$ cat config.mk
export PLATFORM = sky130hd
export DESIGN_NAME = motorb_dense_serial_config6
export DESIGN_NICKNAME = d
export VERILOG_FILES = /design/src/rtl/motorb_dense_serial_config6.sv
export SDC_FILE = /design/constraint.sdc
export NUM_CORES = 2
export LEC_CHECK = 0
export CORE_MARGIN = 3
export CORE_UTILIZATION = 30
export DETAILED_ROUTE_END_ITERATION = 12
export HOLD_SLACK_MARGIN = 0.06
export PLACE_DENSITY = 0.58
export RECOVER_POWER = 100
export SYNTH_ARGS = -nofsm -noshare
export SYNTH_HDL_FRONTEND = slang
export SYNTH_SLANG_ARGS = --single-unit
$ cat constraint.sdc
create_clock -name ap_clk -period 31.9 [get_ports ap_clk]
set_input_delay 4.785 -clock ap_clk [delete_from_list [all_inputs] [get_ports ap_clk]]
set_output_delay 4.785 -clock ap_clk [all_outputs]
set_load 0.02 [all_outputs]
$ cat src/rtl/motorb_dense_serial_config6.sv
// Serial fully-connected layer: buffers an N_IN input vector, streams weights/biases
// from a synchronous ROM with one MAC per cycle, and presents N_OUT Q8.24 results in parallel.
module motorb_dense_serial_config6 #(
  parameter int N_IN  = 4,
  parameter int N_OUT = 9,
  parameter int DW    = 32,
  parameter int FRAC  = 24,
  parameter int ACC_W = 72,
  parameter int AW    = 6
) (
  input  logic                ap_clk,
  input  logic                ap_rst_n,
  input  logic [DW-1:0]       in_data,
  input  logic                in_valid,
  output logic                in_ready,
  output logic                w_en,
  output logic [AW-1:0]       w_addr,
  input  logic [DW-1:0]       w_data,
  output logic                out_valid,
  input  logic                out_ready,
  output logic [N_OUT*DW-1:0] y_out
);

  localparam int TOT = N_OUT * (N_IN + 1);
  localparam int CW  = $clog2(N_IN + 1);
  localparam int JW  = $clog2(N_OUT + 1);
  localparam int SW  = $clog2(TOT + 1);
  localparam int PW  = 2 * DW;
  localparam logic [CW-1:0] LAST_X = CW'(N_IN - 1);
  localparam logic [CW-1:0] LAST_E = CW'(N_IN);
  localparam logic [SW-1:0] LAST_S = SW'(TOT);

  typedef enum logic [1:0] {S_LOAD, S_COMPUTE, S_OUT} state_e;

  state_e              state_q, state_d;
  logic [CW-1:0]       cnt_q, cnt_d;
  logic [SW-1:0]       iss_q, iss_d;
  logic [CW-1:0]       e_q, e_d;
  logic [JW-1:0]       j_q, j_d;
  logic                tag_vld_q, tag_vld_d;
  logic                tag_bias_q, tag_bias_d;
  logic [CW-1:0]       tag_i_q, tag_i_d;
  logic [JW-1:0]       tag_j_q, tag_j_d;

  logic [N_IN*DW-1:0]      x_q;
  logic signed [ACC_W-1:0] acc_q;
  logic [N_OUT*DW-1:0]     y_q;

  logic signed [DW-1:0]    w_s, x_s;
  logic signed [PW-1:0]    w_ext, x_ext, prod;
  logic signed [ACC_W-1:0] acc_nxt;

  // AP_TRN / AP_WRAP: drop fraction LSBs (floor) and keep the low DW bits of the integer part.
  function automatic logic [DW-1:0] trn_wrap(input logic signed [ACC_W-1:0] a);
    return a[FRAC+DW-1:FRAC];
  endfunction

  always_ff @(posedge ap_clk or negedge ap_rst_n) begin
    if (!ap_rst_n) state_q <= S_LOAD;
    else           state_q <= state_d;
  end

  always_comb begin
    state_d = state_q;
    case (state_q)
      S_LOAD:    if (in_valid && cnt_q == LAST_X) state_d = S_COMPUTE;
      S_COMPUTE: if (iss_q == LAST_S)             state_d = S_OUT;
      S_OUT:     if (out_ready)                   state_d = S_LOAD;
      default:                                    state_d = S_LOAD;
    endcase
  end

  always_comb begin
    in_ready  = (state_q == S_LOAD);
    out_valid = (state_q == S_OUT);
    w_en      = (state_q == S_COMPUTE) && (iss_q != LAST_S);
    w_addr    = AW'(iss_q);
    y_out     = y_q;
  end

  // Issue side: e_q walks bias(0), w0..w(N_IN-1) for output j_q; the tag trails by one cycle to meet ROM data.
  always_comb begin
    cnt_d      = cnt_q;
    iss_d      = iss_q;
    e_d        = e_q;
    j_d        = j_q;
    tag_vld_d  = w_en;
    tag_bias_d = (e_q == '0);
    tag_i_d    = (e_q == '0) ? '0 : e_q - 1'b1;
    tag_j_d    = j_q;
    case (state_q)
      S_LOAD: begin
        if (in_valid) cnt_d = (cnt_q == LAST_X) ? '0 : cnt_q + 1'b1;
      end
      S_COMPUTE: begin
        iss_d = iss_q + 1'b1;
        if (w_en) begin
          if (e_q == LAST_E) begin
            e_d = '0;
            j_d = j_q + 1'b1;
          end else begin
            e_d = e_q + 1'b1;
          end
        end
        if (iss_q == LAST_S) begin
          iss_d = '0;
          e_d   = '0;
          j_d   = '0;
        end
      end
      S_OUT:   cnt_d = '0;
      default: cnt_d = '0;
    endcase
  end

  always_ff @(posedge ap_clk or negedge ap_rst_n) begin
    if (!ap_rst_n) begin
      cnt_q      <= '0;
      iss_q      <= '0;
      e_q        <= '0;
      j_q        <= '0;
      tag_vld_q  <= 1'b0;
      tag_bias_q <= 1'b0;
      tag_i_q    <= '0;
      tag_j_q    <= '0;
    end else begin
      cnt_q      <= cnt_d;
      iss_q      <= iss_d;
      e_q        <= e_d;
      j_q        <= j_d;
      tag_vld_q  <= tag_vld_d;
      tag_bias_q <= tag_bias_d;
      tag_i_q    <= tag_i_d;
      tag_j_q    <= tag_j_d;
    end
  end

  // Consume side: full-precision Q16.48 product sign-extended into the accumulator.
  always_comb begin
    w_s     = w_data;
    x_s     = x_q[int'(tag_i_q)*DW +: DW];
    w_ext   = PW'(w_s);
    x_ext   = PW'(x_s);
    prod    = w_ext * x_ext;
    acc_nxt = tag_bias_q ? (ACC_W'(w_s) <<< FRAC) : acc_q + ACC_W'(prod);
  end

  always_ff @(posedge ap_clk or negedge ap_rst_n) begin
    if (!ap_rst_n) begin
      x_q   <= '0;
      acc_q <= '0;
      y_q   <= '0;
    end else begin
      if (in_ready && in_valid) x_q[int'(cnt_q)*DW +: DW] <= in_data;
      if (tag_vld_q) begin
        acc_q <= acc_nxt;
        if (!tag_bias_q && tag_i_q == LAST_X)
          y_q[int'(tag_j_q)*DW +: DW] <= trn_wrap(acc_nxt);
      end
    end
  end

endmodule

Word level (Yosys, flattened, before mapping)
Index checks and enable logic that the tools add are counted.
- register bits after elaboration: 515
- input port bits: 68
- output and inout port bits: 297
- word-level logic and storage cells: 70
- add/sub/neg operators: 8
- multiply operators: 1
- equality and inequality tests: 11
- shifts and indexed selects: 5
- mux-type cells: 18
- bitwise operators: 1
- reductions and logical operators: 14
- operator list (kind ; count):
    $bwmux 288 ; 1
    $shift 32x33->288 const A ; 1
    $shiftx 32x33->288 ; 1
    $bwmux 128 ; 1
    $shift 32x33->128 const A ; 1
    $shiftx 128x9->32 ; 1
    $shiftx 32x33->128 ; 1
    $add 72x64->72 ; 1
    $mux 72 ; 1
    $mul 32x32->64 ; 1
    $neg 8->33 ; 1
    $neg 9->33 ; 1
    $mux 3 ; 6
    $mux 4 ; 3
    $add 3x1->3 const B ; 2
    $add 6x1->6 const B ; 1
    $eq 3x2->1 const B ; 2
    $eq 6x6->1 const B ; 1
    $mux 2 ; 3
    $mux 6 ; 1
    $ne 2x1->1 const B ; 3
    $ne 6x6->1 const B ; 1
    $pmux 2 s3 ; 1
    $pmux 3 s2 ; 1
    14 further kinds ; 21

Longest topological paths before layout
- depth after elaboration: 6
- gate-level depth with buffers: 35
- gate-level depth less buffers: 28

Worst setup path before layout
OpenSTA, ideal clock, no wires.
- kind: input-to-reg
- start: input port w_data[31]
- end: register y_q[286], in the netlist y_out[286]
- arrival time: 12830 ps
- setup slack: 18909 ps
- stages on the path: 25
- buffers on the path: 2
- cells stage by stage: clkbuf_1 > nand2_1 > fa_1 > inv_1 > fa_1 > fa_1 > inv_1 > fa_1 > inv_1 > fa_1 > fa_1 > fa_1 > inv_1 > fa_1 > inv_1 > ha_1 > clkbuf_1 > and3_1 > nand3_1 > or4_1 > a21o_1 > a211oi_1 > a31oi_1 > xor2_1 > a31oi_1
- word-level cells in the longest chain between the ends: 5
- RTL lines (what ; line ; text):
    from (decl) ; 18 ; input logic [DW-1:0] w_data,
    $mul 32x32->64 ; 144 ; prod = w_ext * x_ext;
    $add 72x64->72 ; 145 ; acc_nxt = tag_bias_q ? (ACC_W'(w_s) <<< FRAC) : acc_q + ACC_W'(prod);
    $mux 72 * ; 145 ;
    $shiftx 32x33->288 * ; 158 ; y_q[int'(tag_j_q)*DW +: DW] <= trn_wrap(acc_nxt);
    $bwmux 288 * ; 158 ;
    to (signal, indexed assignment) ; 158 ;
    to (decl) ; 47 ; logic [N_OUT*DW-1:0] y_q;
Every way passes the cells marked *; elsewhere a longest branch is shown, timed or not.
A chain may end at the register's enable or synchronous reset.

Worst setup path after layout
- start: input port w_data[2]
- end: register acc_q[48]
- word-level cells in the longest chain between the ends: 3
- RTL lines (what ; line ; text):
    $mul 32x32->64 ; 144 ;
    $add 72x64->72 ; 145 ;
    $mux 72 ; 145 ;
    to (signal assigned) ; 156 ; acc_q <= acc_nxt;
    to (decl) ; 46 ; logic signed [ACC_W-1:0] acc_q;
Every way passes these cells.

==> results by group <==
Critical path
  • Worst r2r dst: acc_q[48]
  • CP Data Required Time: 32480 ps
  • CP max FO: 33
  • Critical path endpoint category: flop
  • R2r setup slk: 19590 ps
  • Reg2Reg Depth: 29
  • Setup CP Type: input pin to flop
  • Setup crit end: acc_q[48]
  • Crit path DAT: 16240 ps
  • R2r startpoint: tag_i_q[2]
  • Worst Setup Start Kind: input pin
  • Crit path launch: w_data[2]

Timing
  • Max-slew headroom: -2.918
  • Crit path time final: 15660 ps
  • Worst Skew: 57.52 ps
  • Final Hold Fails: 0
  • Max-slew violation count: 766
  • Setup TNS: 0 ps
  • Slew @ Worst Pin: 5877 ps
  • Fmax: 63.86 MHz
  • Final period util: 0.4909
  • RSZ-0062 raised after global routing: false
  • Setup Viol. Count Final: 0

CTS
  • Clk Latency, worst-skew pair: 680 ps
  • H-tree depth: 2
  • Largest buffer count on any clock path: 3
  • CTS tree: done
  • Post-CTS setup buffer count: 0
  • Hold_buf cts: 0
  • Clock sink count: 499
  • Clock Root Buffer: clkbuf_16
  • CTS Buf Count: 54
  • Clock slew at reported path FFs: 60 ps
  • Cells resized by post-CTS repair: 0

Global route
  • Global-route wire length before repair: 277.3 mm
  • Global route overflow: 0
  • Initial antenna violation count: 17
  • GR Util All Layers: 0.1878
  • Largest net degree at the start of global routing: 150
  • Vias in the first global route: 44495

Logic synthesis
  • Synth Flop Type: dfrtp_1
  • Main combinational cell family by area after synthesis: adder cells
  • Synthesized net count: 7143
  • Mux contribution to synthesized area: 0.04448
  • Mapped Cells: 5782
  • Post-synth ARST share: 1.000
  • Seq cells post-synth: 499
  • Mapped Area: 0.05668 sq mm
  • Post-synth EDFFs: 0
  • Compound-Gate Fraction of Synth Area: 0.05859
  • Synth Area in Adders: 0.4284
  • Post-synthesis cell type count: 79
  • Sequential area share after synthesis: 0.2203
  • Post-synthesis xor/xnor area fraction: 0.01115
  • Syn avg cell area: 9.802 sq um
  • Synth warnings: 0
  • Simple-gate portion of the synthesized area: 0.1386

Detailed routing
  • Initial DRC count: 2760
  • Routed Antenna Nets: 0
  • Pre-antenna DRT Iters: 5
  • WL per Instance: 21.27 um
  • Vias/cell: 4.924
  • Drc violations: 0
  • Via count: 41624
  • Routed WL: 179.8 mm

Worst hold path
  • Min-Delay Path Class: flop to flop

Final layout
  • Layout Utilization: 0.3455
  • Finished Cell Area: 0.06448 sq mm
  • Final #Nets: 7278
  • Fraction of layout instances using a drive strength above 1: 0.06109
  • Finished Layout Cells: 8453
  • Footprint of the multi-input gates: 0.03860 sq mm
  • Synth-to-Final Area Change: 13.77%
  • Sequential Area: 0.01249 sq mm
  • Fillers: 19071

Floorplanning
  • Site Rows: 158
  • Die width: 440.7 um
  • DIE AREA: 0.1942 sq mm
  • Die height: 440.7 um
  • Initial Utilization: 0.3037
  • Top-level I/O count: 365
  • Core ar.: 0.1866 sq mm

Placement
  • Detail Placement HPWL: 140.4 mm
  • Gp weighted congestion: 0.8863
  • Cell area after placement: 0.06272 sq mm
  • PortBufs: 364
  • Placed insts: 8341

Run status
  • Status: finished, violations left
  • Failing checks: capacitance limit, slew limit

Job
  • Maxcap violations: 18
-- cells in the mapped netlist (4+ instances only) --
| master | instances | area (sq um) |
|---|---|---|
| o21a_1 | 13 | 97.59 |
| buf_1 | 17 | 63.81 |
| dfrtp_1 | 499 | 12490 |
| a221oi_1 | 5 | 43.79 |
| mux4_2 | 32 | 720.7 |
| nor2b_1 | 12 | 75.07 |
| a22o_1 | 4 | 35.03 |
| o21ai_0 | 238 | 1191 |
| fa_1 | 1079 | 21600 |
| and3_1 | 389 | 2434 |
| nand3_1 | 38 | 190.2 |
| xor2_1 | 25 | 219.0 |
| nor3_1 | 23 | 115.1 |
| xnor2_1 | 42 | 367.9 |
| mux2_1 | 9 | 101.4 |
| o21bai_1 | 12 | 90.09 |
| o31ai_1 | 58 | 435.4 |
| o211ai_1 | 14 | 105.1 |
| clkbuf_1 | 351 | 1318 |
| mux2i_1 | 19 | 190.2 |
| o22ai_1 | 20 | 125.1 |
| nand2b_1 | 13 | 81.33 |
| nor3b_1 | 4 | 30.03 |
| a31oi_1 | 16 | 100.1 |
| nand4_1 | 26 | 162.7 |
| inv_1 | 1103 | 4140 |
| mux2_2 | 134 | 1509 |
| a211oi_1 | 5 | 37.54 |
| nand2_1 | 997 | 3742 |
| and2_1 | 34 | 212.7 |
| or2_2 | 19 | 118.9 |
| a21oi_1 | 80 | 400.4 |
| a21o_1 | 30 | 225.2 |
| o31a_1 | 4 | 35.03 |
| a31o_2 | 5 | 43.79 |
| ha_1 | 214 | 2678 |
| o21ai_1 | 6 | 30.03 |
| or3_1 | 20 | 125.1 |
| nor2_1 | 109 | 409.1 |
-- layout make-up --
type,instances,share of cell area
Multi-Input combinational cell,3803,0.5986
Sequential cell,499,0.1938
Timing Repair Buffer,453,0.06524
Inverter,1106,0.06450
Tap cell,2480,0.04812
Clock buffer,72,0.02340
Clock inverter,25,0.005763
Antenna cell,15,0.0005821
-- worst max-delay path, stage by stage --
cell and delay (ps):
dlygate4sd3_1 520, clkbuf_1 1710, nand2_1 240, fa_1 550
fa_1 510, inv_1 40, ha_1 170, inv_1 70
fa_1 440, fa_1 550, inv_1 60, fa_1 410
fa_1 520, inv_1 50, fa_1 540, inv_1 60
ha_1 350, a21o_1 200, a21o_1 190, o21a_1 190
o311ai_0 950, a31oi_1 370, or2_2 400, o311ai_0 1940
a21oi_1 110, a21oi_1 240
-- logic make-up (layout without fill, tap and decap cells) --
logic type | Yosys count | count (layout)
other | 0 | 15
XOR/XNOR | 69 | 69
multiplexers | 194 | 194
adder cells (fa/ha/maj) | 1293 | 1293
flip-flops | 499 | 499
buffers and inverters | 1480 | 1656
AND/OR/NAND/NOR | 1703 | 1703
AO/OA/AOI/OAI | 544 | 544
-- metal layers --
layer  track usage  routed length (um)  vias to the layer above
li1              -                   -                    18070
met4       0.08319                8834                        0
met3       0.02018                8764                      322
met2        0.3348               93770                     1282
met1        0.2283               68440                    21950
met5             0                   0                        -
-- registers in the layout, summed over array words and instances, names as in the netlist --
| register | cells |
|---|---|
| y_out | 288 |
| tag_j_q | 4 |
| tag_vld_q | 1 |
| j_q | 4 |
| state_q | 2 |
| e_q | 3 |
| tag_bias_q | 1 |
| acc_q | 56 |
| w_addr | 6 |
| tag_i_q | 3 |
| x_q | 128 |
| cnt_q | 3 |
-- placed cells by master (no fill, tap or decap), types with 11 or more instances in the layout --
cell type / n
and3_1: 389
nor3_1: 23
a21oi_1: 81
or3_1: 15
o21bai_1: 12
xnor2_1: 42
o211ai_1: 14
and2_1: 34
mux2_2: 132
o21ai_0: 243
o31ai_1: 57
nor2b_1: 12
o22ai_1: 20
nand2_1: 996
dfrtp_1: 496
nand3_1: 37
a31oi_1: 17
ha_1: 214
o21a_1: 13
or2_2: 19
clkbuf_1: 35
mux2i_1: 19
nand2b_1: 13
buf_4: 64
dlygate4sd3_1: 301
inv_1: 1102
mux4_2: 32
clkbuf_16: 54
nor2_1: 108
fa_1: 1079
nand4_1: 26
diode_2: 15
a21o_1: 30
clkdlybuf4s50_1: 61
xor2_1: 25
mux2_1: 11
-- through the flow --
| step | hold slack [ps] | setup WS [ps] |
|---|---|---|
| floorplan | 368.0 | 18910 |
| global placement | 406.7 | 17670 |
| detailed placement | 407.5 | 17560 |
| CTS | 418.3 | 18320 |
| global route | 441.1 | 14990 |
| finish | 419.9 | 16240 |
-- worst min path at each step --
| stage | from | to | slack (ps) | cells after the start |
|---|---|---|---|---|
| final | j_q[1] | tag_j_q[1] | 420 | 0 |
| after floorplan | j_q[3] | tag_j_q[3] | 370 | 0 |
| after detailed placement | j_q[3] | tag_j_q[3] | 410 | 0 |
| after CTS | j_q[1] | tag_j_q[1] | 420 | 0 |
| after global placement | j_q[3] | tag_j_q[3] | 410 | 0 |
| after global routing | j_q[3] | tag_j_q[3] | 440 | 0 |
Power is left out: the tool's default activity adds up to more than one toggle a clock period on the data nets, which glitch-free logic cannot reach.
